--- src/rtl/pkt_frame_ctrl_pkg.sv ---
// Shared types and helpers for the multi-channel packet framing controller.
package pkt_frame_ctrl_pkg;

  typedef enum logic [1:0] {
    IDLE = 2'd0,
    XFER = 2'd1,
    DONE = 2'd2
  } state_t;

  localparam int DEF_MAX_LEN = 64;
  localparam int DEF_TIMEOUT = 256;

  // Zero or oversize lengths fall back to the maximum packet length.
  function automatic int unsigned clamp_len(input int unsigned cfg, input int unsigned max_len);
    return (cfg == 0 || cfg > max_len) ? max_len : cfg;
  endfunction

endpackage

--- src/rtl/pkt_frame_ctrl_rr_arbiter.sv ---
// Combinational round-robin arbiter: first requester at or after ptr, wrapping.
module pkt_frame_ctrl_rr_arbiter #(
  parameter int NUM_CH = 4,
  parameter int CH_W   = (NUM_CH > 1) ? $clog2(NUM_CH) : 1
) (
  input  logic [NUM_CH-1:0] req,
  input  logic [CH_W-1:0]   ptr,
  output logic [NUM_CH-1:0] gnt,
  output logic [CH_W-1:0]   idx
);

  logic            found;
  logic [CH_W-1:0] cand;

  always_comb begin
    gnt   = '0;
    idx   = '0;
    found = 1'b0;
    cand  = '0;
    for (int i = 0; i < NUM_CH; i++) begin
      cand = CH_W'((32'(ptr) + 32'(i)) % NUM_CH);
      if (!found && req[cand]) begin
        found     = 1'b1;
        gnt[cand] = 1'b1;
        idx       = cand;
      end
    end
  end

endmodule

--- src/rtl/pkt_frame_ctrl.sv ---
// Round-robin multi-channel packet framer producing sop/eop/wren and a commit pulse.
// Optional stall watchdog enabled by defining PKT_FRAME_CTRL_WDOG_EN.
module pkt_frame_ctrl
  import pkt_frame_ctrl_pkg::*;
#(
  parameter int NUM_CH  = 4,
  parameter int MAX_LEN = DEF_MAX_LEN,
  parameter int LEN_W   = $clog2(MAX_LEN + 1),
  parameter int CH_W    = (NUM_CH > 1) ? $clog2(NUM_CH) : 1,
  parameter int TIMEOUT = DEF_TIMEOUT
) (
  input  logic              clk_hifreq,
  input  logic              rst,
  input  logic              en,
  input  logic              rdy,
  input  logic [LEN_W-1:0]  len_cfg,
  input  logic [NUM_CH-1:0] ch_req,
  output logic [NUM_CH-1:0] ch_grant,
  output logic [CH_W-1:0]   ch_sel,
  output logic              sop,
  output logic              eop,
  output logic              wren,
  output logic              reg_wren,
  output logic              busy,
  output logic [LEN_W-1:0]  beat_cnt,
  output logic              err
);

  state_t            state_q, state_d;
  logic [NUM_CH-1:0] grant_q;
  logic [CH_W-1:0]   sel_q;
  logic [CH_W-1:0]   ptr_q;
  logic [LEN_W-1:0]  beat_q;
  logic [LEN_W-1:0]  len_q;
  logic [NUM_CH-1:0] arb_gnt;
  logic [CH_W-1:0]   arb_idx;
  logic [CH_W-1:0]   next_ptr;
  logic              start, finish, abort, wd_fire;

  pkt_frame_ctrl_rr_arbiter #(.NUM_CH(NUM_CH), .CH_W(CH_W)) u_arb (
    .req (ch_req),
    .ptr (ptr_q),
    .gnt (arb_gnt),
    .idx (arb_idx)
  );

  assign next_ptr = (32'(sel_q) == 32'(NUM_CH - 1)) ? '0 : sel_q + CH_W'(1);

`ifdef PKT_FRAME_CTRL_WDOG_EN
  localparam int WD_W = $clog2(TIMEOUT + 1);
  logic [WD_W-1:0] wdog_q;

  // Counts consecutive stalled XFER cycles; any beat or leaving XFER restarts it.
  always_ff @(posedge clk_hifreq) begin
    if (!rst || state_q != XFER || rdy) wdog_q <= '0;
    else                                wdog_q <= wdog_q + WD_W'(1);
  end

  assign wd_fire = (state_q == XFER) && !rdy && (wdog_q == WD_W'(TIMEOUT - 1));
`else
  assign wd_fire = 1'b0;
`endif

  always_comb begin
    state_d = state_q;
    start   = 1'b0;
    finish  = 1'b0;
    abort   = 1'b0;
    wren    = 1'b0;
    sop     = 1'b0;
    eop     = 1'b0;
    unique case (state_q)
      IDLE: begin
        if (en && (|ch_req)) begin
          start   = 1'b1;
          state_d = XFER;
        end
      end
      XFER: begin
        wren = rdy;
        sop  = rdy && (beat_q == '0);
        eop  = rdy && (beat_q == len_q - LEN_W'(1));
        if (eop) begin
          state_d = DONE;
        end else if (wd_fire) begin
          abort   = 1'b1;
          state_d = IDLE;
        end
      end
      DONE: begin
        finish  = 1'b1;
        state_d = IDLE;
      end
      default: state_d = IDLE;
    endcase
  end

  always_ff @(posedge clk_hifreq) begin
    if (!rst) begin
      state_q <= IDLE;
      grant_q <= '0;
      sel_q   <= '0;
      ptr_q   <= '0;
      beat_q  <= '0;
      len_q   <= '0;
    end else begin
      state_q <= state_d;
      if (start) begin
        grant_q <= arb_gnt;
        sel_q   <= arb_idx;
        len_q   <= LEN_W'(clamp_len(32'(len_cfg), 32'(MAX_LEN)));
      end
      if (wren) beat_q <= beat_q + LEN_W'(1);
      // Completed or aborted packets both move the pointer past the served channel.
      if (finish || abort) begin
        grant_q <= '0;
        beat_q  <= '0;
        ptr_q   <= next_ptr;
      end
    end
  end

  assign ch_grant = grant_q;
  assign ch_sel   = sel_q;
  assign beat_cnt = beat_q;
  assign reg_wren = (state_q == DONE);
  assign busy     = (state_q != IDLE);
  assign err      = wd_fire;

endmodule

--- config.mk ---
export PLATFORM = sky130hd
export DESIGN_NAME = pkt_frame_ctrl
export DESIGN_NICKNAME = d
export VERILOG_FILES = /design/src/rtl/pkt_frame_ctrl_pkg.sv /design/src/rtl/pkt_frame_ctrl_rr_arbiter.sv /design/src/rtl/pkt_frame_ctrl.sv
export SDC_FILE = /design/constraint.sdc
export NUM_CORES = 1
export LEC_CHECK = 0
export ABC_CLOCK_PERIOD_IN_PS = 5200
export BUFFER_PORTS_ARGS = -buffer_cell sky130_fd_sc_hd__buf_2
export CAP_MARGIN = 30
export CORE_MARGIN = 2
export CORE_UTILIZATION = 36
export CTS_BUF_LIST = sky130_fd_sc_hd__clkbuf_16
export CTS_CLUSTER_DIAMETER = 30
export DETAILED_ROUTE_END_ITERATION = 8
export HOLD_SLACK_MARGIN = 0.03
export PLACE_DENSITY = 0.58
export SETUP_SLACK_MARGIN = 0.05
export SYNTH_ARGS = -nofsm -noshare
export SYNTH_HDL_FRONTEND = slang
export SYNTH_SLANG_ARGS = --single-unit
--- constraint.sdc ---
create_clock -name clk_hifreq -period 5.2 [get_ports clk_hifreq]
set_input_delay 0.26 -clock clk_hifreq [delete_from_list [all_inputs] [get_ports clk_hifreq]]
set_output_delay 0.26 -clock clk_hifreq [all_outputs]
set_load 0.01 [all_outputs]
==> results of run 1 <==
-- Yosys cell counts, types with 3 or more instances --
cell and count:
a21oi_1 13, a221oi_1 5, a31oi_1 6, clkbuf_1 10
dfxtp_1 24, ha_1 12, inv_1 11, mux2_2 3
mux2i_1 4, mux4_2 3, nand2_1 16, nand3_1 4
nand3b_1 7, nor2_1 14, nor2b_1 5, nor3_1 4
nor4_1 3, o21ai_0 16, xnor2_1 8, xor2_1 3
-- worst paths after layout --
check                   from          end  cells after the start
setup / recovery    ptr_q[0]  ch_grant[2]                      6
hold / removal    len_cfg[0]     len_q[0]                      3
setup reg to reg    ptr_q[0]  ch_grant[2]                      6
hold reg to reg     len_q[5]     len_q[5]                      2
-- cell type report --
class | instances | area, µm²
timing repair buffer | 33 | 168
clock buffer | 3 | 75.1
fill | 504 | 2900
inverter | 11 | 41.3
multi-input combinational | 168 | 1260
clock inverter | 1 | 3.75
tap | 70 | 87.6
sequential | 24 | 480
-- worst reg2reg max path: stages, from the launching register on --
cell	delay (ps)
dfxtp_1	800
inv_1	310
ha_1	540
or3b_2	510
a2111oi_1	760
o21ai_0	200
a31oi_1	190
-- layer usage --
| metal | vias to the layer above | routed length [µm] | global-route usage, % |
|---|---|---|---|
| li1 | 842 | - | - |
| met1 | 804 | 1940 | 21.2 |
| met2 | 41 | 2060 | 24.6 |
| met3 | 2 | 203 | 1.72 |
| met4 | 0 | 40 | 5.85 |
| met5 | - | 0 | 0 |
-- cells by family after synthesis --
family                     Yosys count  share of synthesized area [%]
and+or+nand+nor                     74                           23.1
buffers and inverters               24                           5.58
other                                1                          0.204
adders and majority gates           12                           8.16
AOI/OAI and AO/OA                   58                           21.2
xor gates and xnor gates            13                           7.96
muxes                               10                           7.69
DFF                                 24                           26.1
-- per-stage QoR --
step           cells  instance area, µm²
2_1_floorplan    216                1840
3_3_place_gp     306                2030
3_5_place_dp     306                2030
4_1_cts          310                2110
5_1_grt          310                2110
6_report         310                2110
-- power breakdown --
part           switching, µW  total [µW]  internal (µW)
sequential              19.6         222            203
combinational           83.4         158           74.3
clock                   64.8         168            103
total                    168         548            380
-- flip-flops by register name, summed over array words and instances (netlist names) --
register and count:
len_q 7, beat_cnt 7, ptr_q 2, ch_sel 2, state_q 2, ch_grant 4
==> impl_metrics.csv, run 1 <==
group,metric,value,unit
status,status,"complete, no violations",
finish,area_growth_syn_to_layout,14.8,%
timing,layout_setup_ws,1820,ps
timing,fin_worst_skew,1.73,ps
timing,max_freq,296,MHz
worst_setup_path,timing_worst_setup_path_type,"reg -> reg",
worst_setup_path,cp-end-kind,"flip-flop",
worst_setup_path,critical_path.max_fanout,19,
finish,num_antenna_cells,0,
timing,worst_pin_slew,791,ps
timing,holdWs,282,ps
logic_synthesis,synth_edf_count,0,
global_routing,grt_start_max_net_pins,20,
worst_setup_path,startpoint_type,"flip-flop",
clock_network,numCtsBuffers,3,
worst_setup_path,slowest_delay,800,ps
global_routing,grt_pass1_wl,6.75,mm
drt,drtIter0Drc,81,
logic_synthesis,netlist.area_leader.share,26.1,%
drt,drc,0,
drt,drt_wl_total,4.24,mm
placement,port_buffers,32,
clock_network,cts.path.max_buffers,2,
logic_synthesis,ys.flop_type,"dfxtp_1",
finish,final_util,42.2,%
logic_synthesis,synthTopCellsByArea,"dfxtp_1 26%, ha_1 8.2%, o21ai_0 4.4%",
logic_synthesis,syn_inst,216,
worst_setup_path,crit_arrival,3560,ps
power_and_ir_drop,p_total,548,µW
finish,most-common-layout-cells,"32 x buf_2, 24 x dfxtp_1, 16 x nand2_1, 16 x o21ai_0, 14 x nor2_1",
logic_synthesis,ys_async_sr_fraction,0,%
floorplanning,start_util,36.7,%
timing,finalSetupViolCount,0,
finish,final_common_cell,"buf_2",
drt,routedWlPerCell,13.7,µm
floorplanning,die_h,75.5,µm
timing,tns,0,ps
drt,ant_nets,0,
timing,maxSlewHeadroom,47.2,%
global_routing,groute.usage.overall,15.4,%
job,cap_viol_max_count,0,
logic_synthesis,yosysSeqAreaShare,26.1,%
worst_setup_path,critical_path.cell_chain,"inv_1, ha_1, or3b_2, a2111oi_1, o21ai_0, a31oi_1",
timing,layout_min_cycle_time,3380,ps
floorplanning,die_w,75.5,µm
logic_synthesis,yosys.area.top_type,"dfxtp_1",
drt,viasPerCell,5.45,
global_routing,overflow,0,
worst_setup_path,crit_buf_inv,1,
clock_network,cts_tree,"done",
clock_network,insertion_delay,260,ps
finish,drive_gt1_share,23.3,%
logic_synthesis,yosysWarningCount,0,
logic_synthesis,synth_cell_type_count,58,
clock_network,clock-sinks,24,
clock_network,hold_buffers,0,
logic_synthesis,syn-num-nets,243,
power_and_ir_drop,power.density,259,nW/µm²
floorplanning,coreArea,5010,µm²
finish,nets,268,
drt,vias,1689,
power_and_ir_drop,ir_drop,155,µV
worst_setup_path,path_delay_family,"compound AO/OA/AOI/OAI gates",
logic_synthesis,synth_area,1840,µm²
timing,rsz0062_at_grt,"false",
placement,place_congestion,0.812,
placement,preCtsSetupSlack,1860,ps
clock_network,cts.clk_slew.worst_paths,60,ps
floorplanning,num_io_pins,34,
power_and_ir_drop,leakage,0.000803,µW
logic_synthesis,ys_ff_latch,24,
clock_network,cts_root_buffer,"clkbuf_16",
global_routing,grt_pass1_vias,1394,
clock_network,postCtsSetupRepairBufs,0,
clock_network,post_cts_resized,0,
hold_path,hp-class,"in -> reg",
worst_setup_path,critPathRequiredTime,5380,ps
floorplanning,std_cell_rows,26,
timing,drv_slew,0,
timing,finalCritPeriodShare,65.0,%
floorplanning,die-area,5700,µm²
worst_setup_path,cp_slowest_cell,"dfxtp_1",
timing,hold_viol_final,0,
placement,hpwl,3.15,mm
global_routing,antenna_found_initial,0,
worst_setup_path,r2r_setup_slack,1820,ps
logic_synthesis,postSynthAreaPerCell,8.52,µm²
drt,dr.pass1.iters,4,
clock_network,htree_num_levels,1,
Power figures use the tool's default switching activity.
==> run 2: changes to the inputs <==
--- a/config.mk
+++ b/config.mk
@@ -5,7 +5,7 @@
 export SDC_FILE = /design/constraint.sdc
 export NUM_CORES = 1
 export LEC_CHECK = 0
-export ABC_CLOCK_PERIOD_IN_PS = 5200
+export ABC_CLOCK_PERIOD_IN_PS = 3500
 export BUFFER_PORTS_ARGS = -buffer_cell sky130_fd_sc_hd__buf_2
 export CAP_MARGIN = 30
 export CORE_MARGIN = 2
==> constraint.sdc (replaced) <==
create_clock -name clk_hifreq -period 3.5 [get_ports clk_hifreq]
set_input_delay 0.175 -clock clk_hifreq [delete_from_list [all_inputs] [get_ports clk_hifreq]]
set_output_delay 0.175 -clock clk_hifreq [all_outputs]
set_load 0.01 [all_outputs]
==> impl_metrics.csv, run 2 (same netlist as run 1, synthesis figures left out) <==
group,metric,value,unit
clock_network,hold_buffers,0,
power_and_ir_drop,power.density,415,nW/µm²
worst_setup_path,critPathRequiredTime,3690,ps
job,cap_viol_max_count,0,
placement,port_buffers,32,
drt,viasPerCell,5.20,
hold_path,hp-class,"in -> reg",
global_routing,groute.usage.overall,15.6,%
worst_setup_path,timing_worst_setup_path_type,"reg -> reg",
drt,vias,1616,
finish,final_util,42.8,%
floorplanning,num_io_pins,34,
clock_network,cts_tree,"done",
floorplanning,die-area,5700,µm²
timing,tns,0,ps
floorplanning,coreArea,5010,µm²
clock_network,numCtsBuffers,3,
global_routing,grt_pass1_wl,6.84,mm
power_and_ir_drop,share_seq_of_total_power,37.1,%
clock_network,cts.clk_slew.worst_paths,60,ps
timing,worst_pin_slew,782,ps
worst_setup_path,cp-end-kind,"flip-flop",
drt,drt_wl_total,4.22,mm
clock_network,cts.path.max_buffers,2,
timing,max_freq,338,MHz
finish,nFillCells,514,
timing,drv_slew,0,
timing,finalSetupViolCount,0,
finish,multiInputGateArea,1260,µm²
power_and_ir_drop,pwr-share-clk,36.6,%
drt,routedWlPerCell,13.6,µm
drt,dr.pass1.iters,5,
timing,fin_worst_skew,4.51,ps
worst_setup_path,startpoint_type,"flip-flop",
power_and_ir_drop,p_int,639,µW
drt,drc,0,
finish,ff_latch_area,480,µm²
timing,rsz0062_at_grt,"false",
floorplanning,die_h,75.5,µm
finish,area_growth_syn_to_layout,16.7,%
power_and_ir_drop,ir_drop,165,µV
clock_network,cts_root_buffer,"clkbuf_16",
floorplanning,std_cell_rows,26,
clock_network,postCtsSetupRepairBufs,0,
timing,finalCritPeriodShare,84.6,%
global_routing,overflow,0,
power_and_ir_drop,switching_share,28.3,%
finish,nets,269,
timing,layout_setup_ws,537,ps
worst_setup_path,reg2regPathDepth,6,
finish,most-common-layout-cells,"32 x buf_2, 24 x dfxtp_1, 16 x nand2_1, 16 x o21ai_0, 14 x nor2_1",
hold_path,hold_depth,3,
status,status,"complete, no violations",
placement,hpwl,3.23,mm
global_routing,grt_start_max_net_pins,19,
finish,drive_gt1_share,24.1,%
power_and_ir_drop,switchingPower,252,µW
worst_setup_path,critical_path.max_fanout,13,
timing,maxSlewHeadroom,47.8,%
drt,ant_nets,0,
clock_network,insertion_delay,260,ps
floorplanning,start_util,36.7,%
global_routing,grt_pass1_vias,1475,
timing,layout_min_cycle_time,2960,ps
clock_network,clock-sinks,24,
worst_setup_path,crit_arrival,3150,ps
drt,drtIter0Drc,93,
global_routing,antenna_found_initial,0,
clock_network,htree_num_levels,1,
finish,final_common_cell,"buf_2",
power_and_ir_drop,p_comb_share,26.3,%
power_and_ir_drop,leakage,0.000821,µW
placement,place_congestion,0.816,
floorplanning,die_w,75.5,µm
clock_network,post_cts_resized,0,
timing,hold_viol_final,0,
finish,num_antenna_cells,0,
placement,preCtsSetupSlack,614,ps
-- run 2: cell types whose count changed in the layout (fill, tap and decap cells not counted), sizes merged --
cell	previous run	this run
bufinv	0	1
clkinv	1	0
buf	33	34
-- run 2: critical path, cell delays in order (launching register included) --
cell and delay [ps]:
dfxtp_1 540, inv_1 200, ha_1 480, or3b_2 510
a2111oi_1 760, o21ai_0 220, a31oi_1 190
-- run 2: cell type report --
cell class                      count  area share, %
Inverter                           11           1.92
Tap cell                           70           4.08
Clock inverter                      1           1.40
Multi-Input combinational cell    168           58.5
Timing Repair Buffer               34           8.16
Clock buffer                        3           3.50
Sequential cell                    24           22.4
-- run 2: metal layers --
layer  global-route usage (%)  share of wire (%)
met4                     7.02                1.3
met3                     2.25                3.2
met2                     27.9                 50
met5                        0                  0
met1                     18.4                 46
-- run 2: final timing paths --
path / from / endpoint / slack [ps]
worst min register to register: len_q[5] / len_q[5] / 490
worst max-delay path: ptr_q[1] / ch_grant[2] / 540
worst min-delay path: len_cfg[4] / len_q[4] / 200
worst max register to register: ptr_q[1] / ch_grant[2] / 540
-- run 2: stage by stage --
| stage | hold WS (ps) | power, µW | std cells | area (µm²) |
|---|---|---|---|---|
| after global routing | 195 | 943 | 311 | 2150 |
| final | 196 | 891 | 311 | 2150 |
| after detailed placement | 467 | 572 | 307 | 2040 |
| after CTS | 194 | 899 | 311 | 2150 |
| after floorplan | 313 | 501 | 216 | 1840 |
| after global placement | 468 | 571 | 307 | 2040 |
-- run 2: power groups by stage --
stage | combinational, µW | sequential (µW) | clock, µW
detailed placement | 235 | 337 | 0
floorplan | 164 | 336 | 0
global route | 263 | 334 | 345
global placement | 234 | 337 | 0
CTS | 236 | 331 | 332
finish | 234 | 331 | 326
==> run 3: changes to the inputs <==
--- a/config.mk
+++ b/config.mk
@@ -5,7 +5,7 @@
 export SDC_FILE = /design/constraint.sdc
 export NUM_CORES = 1
 export LEC_CHECK = 0
-export ABC_CLOCK_PERIOD_IN_PS = 3500
+export ABC_CLOCK_PERIOD_IN_PS = 3000
 export BUFFER_PORTS_ARGS = -buffer_cell sky130_fd_sc_hd__buf_2
 export CAP_MARGIN = 30
 export CORE_MARGIN = 2
==> constraint.sdc (replaced) <==
create_clock -name clk_hifreq -period 3 [get_ports clk_hifreq]
set_input_delay 0.15 -clock clk_hifreq [delete_from_list [all_inputs] [get_ports clk_hifreq]]
set_output_delay 0.15 -clock clk_hifreq [all_outputs]
set_load 0.01 [all_outputs]
==> impl_metrics.csv, run 3 (same netlist as run 1, synthesis figures left out) <==
group,metric,value,unit
job,cap_viol_max_count,0,
power_and_ir_drop,ir_drop,211,µV
clock_network,cts_root_buffer,"clkbuf_16",
worst_setup_path,startpoint_type,"flip-flop",
timing,maxSlewHeadroom,61.7,%
timing,max_freq,397,MHz
placement,place_congestion,0.810,
clock_network,cts_tree,"done",
drt,drt_wl_total,4.30,mm
worst_setup_path,critical_path.cell_chain,"inv_1, ha_1, or3b_2, a2111oi_1, buf_4, o21ai_0, a31oi_1",
floorplanning,coreArea,5010,µm²
clock_network,insertion_delay,260,ps
floorplanning,die_h,75.5,µm
placement,port_buffers,32,
drt,drc,0,
floorplanning,num_io_pins,34,
worst_setup_path,slowest_delay,550,ps
floorplanning,die-area,5700,µm²
timing,tns,0,ps
worst_setup_path,critPathRequiredTime,3190,ps
timing,fin_worst_skew,3.42,ps
global_routing,groute.usage.overall,16.0,%
drt,vias,1673,
drt,routedWlPerCell,13.7,µm
finish,final_common_cell,"buf_2",
floorplanning,std_cell_rows,26,
status,status,"complete, no violations",
timing,rsz0062_at_grt,"false",
clock_network,post_cts_resized,0,
clock_network,postCtsSetupRepairBufs,0,
finish,drive_gt1_share,24.3,%
worst_setup_path,crit_arrival,2710,ps
timing,finalSetupViolCount,0,
timing,layout_min_cycle_time,2520,ps
clock_network,clock-sinks,24,
worst_setup_path,crit_buf_inv,2,
worst_setup_path,cp-end-kind,"flip-flop",
global_routing,grt_start_max_net_pins,19,
drt,viasPerCell,5.35,
global_routing,grt_pass1_vias,1589,
drt,dr.pass1.iters,4,
worst_setup_path,critical_path.max_fanout,10,
timing,finalCritPeriodShare,84.1,%
finish,nets,271,
global_routing,overflow,0,
worst_setup_path,cp_slowest_cell,"dfxtp_1",
finish,most-common-layout-cells,"32 x buf_2, 24 x dfxtp_1, 16 x nand2_1, 16 x o21ai_0, 14 x nor2_1",
clock_network,cts.path.max_buffers,2,
floorplanning,die_w,75.5,µm
hold_path,hp-class,"in -> reg",
timing,worst_pin_slew,574,ps
placement,hpwl,3.26,mm
global_routing,grt_pass1_wl,7.18,mm
clock_network,numCtsBuffers,3,
clock_network,hold_buffers,0,
global_routing,antenna_found_initial,0,
power_and_ir_drop,leakage,0.000819,µW
worst_setup_path,path_delay_family,"compound AO/OA/AOI/OAI gates",
finish,area_growth_syn_to_layout,16.1,%
worst_setup_path,timing_worst_setup_path_type,"reg -> reg",
finish,num_antenna_cells,0,
timing,drv_slew,0,
power_and_ir_drop,power.density,446,nW/µm²
timing,holdWs,172,ps
clock_network,htree_num_levels,1,
drt,ant_nets,0,
floorplanning,start_util,36.7,%
drt,drtIter0Drc,64,
timing,hold_viol_final,0,
clock_network,cts.clk_slew.worst_paths,60,ps
==> run 3: cell types whose count changed in the layout (fill, tap and decap cells not counted), sizes merged <==
cell    change
bufinv      -1
buf         +2
clkinv      +1
==> run 3: area by class of cell <==
| cell class | instances | area [µm²] |
|---|---|---|
| inverter | 11 | 41.3 |
| clock inverter | 1 | 3.75 |
| sequential | 24 | 480 |
| timing repair buffer | 36 | 190 |
| fill | 529 | 2880 |
| tap | 70 | 87.6 |
| clock buffer | 3 | 75.1 |
| multi-input combinational | 168 | 1260 |
==> run 3: worst paths after layout <==
kind | startpoint | endpoint | slack [ps] | depth (start not counted)
worst max register to register | ptr_q[1] | ch_grant[2] | 480 | 7
worst max-delay path | ptr_q[1] | ch_grant[2] | 480 | 7
worst min-delay path | len_cfg[0] | len_q[0] | 170 | 3
worst min register to register | len_q[5] | len_q[5] | 490 | 2
==> run 3: report_power, final <==
| part | switching [µW] | leakage, µW | internal (µW) |
|---|---|---|---|
| Combinational | 147 | 0.000585 | 129 |
| Clock | 113 | 0.0000385 | 178 |
| Sequential | 32.5 | 0.000196 | 351 |
| Total | 293 | 0.000819 | 659 |
==> run 3: worst reg2reg max path, cell delays in order, from the launching register on <==
cell and delay, ps:
dfxtp_1 550, inv_1 210, ha_1 340, or3b_2 470
a2111oi_1 420, buf_4 200, o21ai_0 90, a31oi_1 180
==> run 3: through the flow <==
stage	total power [µW]	std cells	setup slack, ps	instance area (µm²)	util (%)
after detailed placement	669	309	511	2060	41.0
final	951	313	478	2130	42.6
after global placement	668	309	585	2060	41.0
after CTS	959	313	444	2130	42.6
after global routing	1010	313	287	2130	42.6
after floorplan	584	216	572	1840	-
==> run 3: layer usage <==
| layer | GRT usage, % | vias up | part of all wire [%] |
|---|---|---|---|
| met5 | 0 | - | 0 |
| met4 | 5.85 | 0 | 1.2 |
| met3 | 2.51 | 5 | 3.8 |
| met2 | 29.6 | 37 | 51 |
| met1 | 18.6 | 782 | 44 |
| li1 | - | 849 | - |
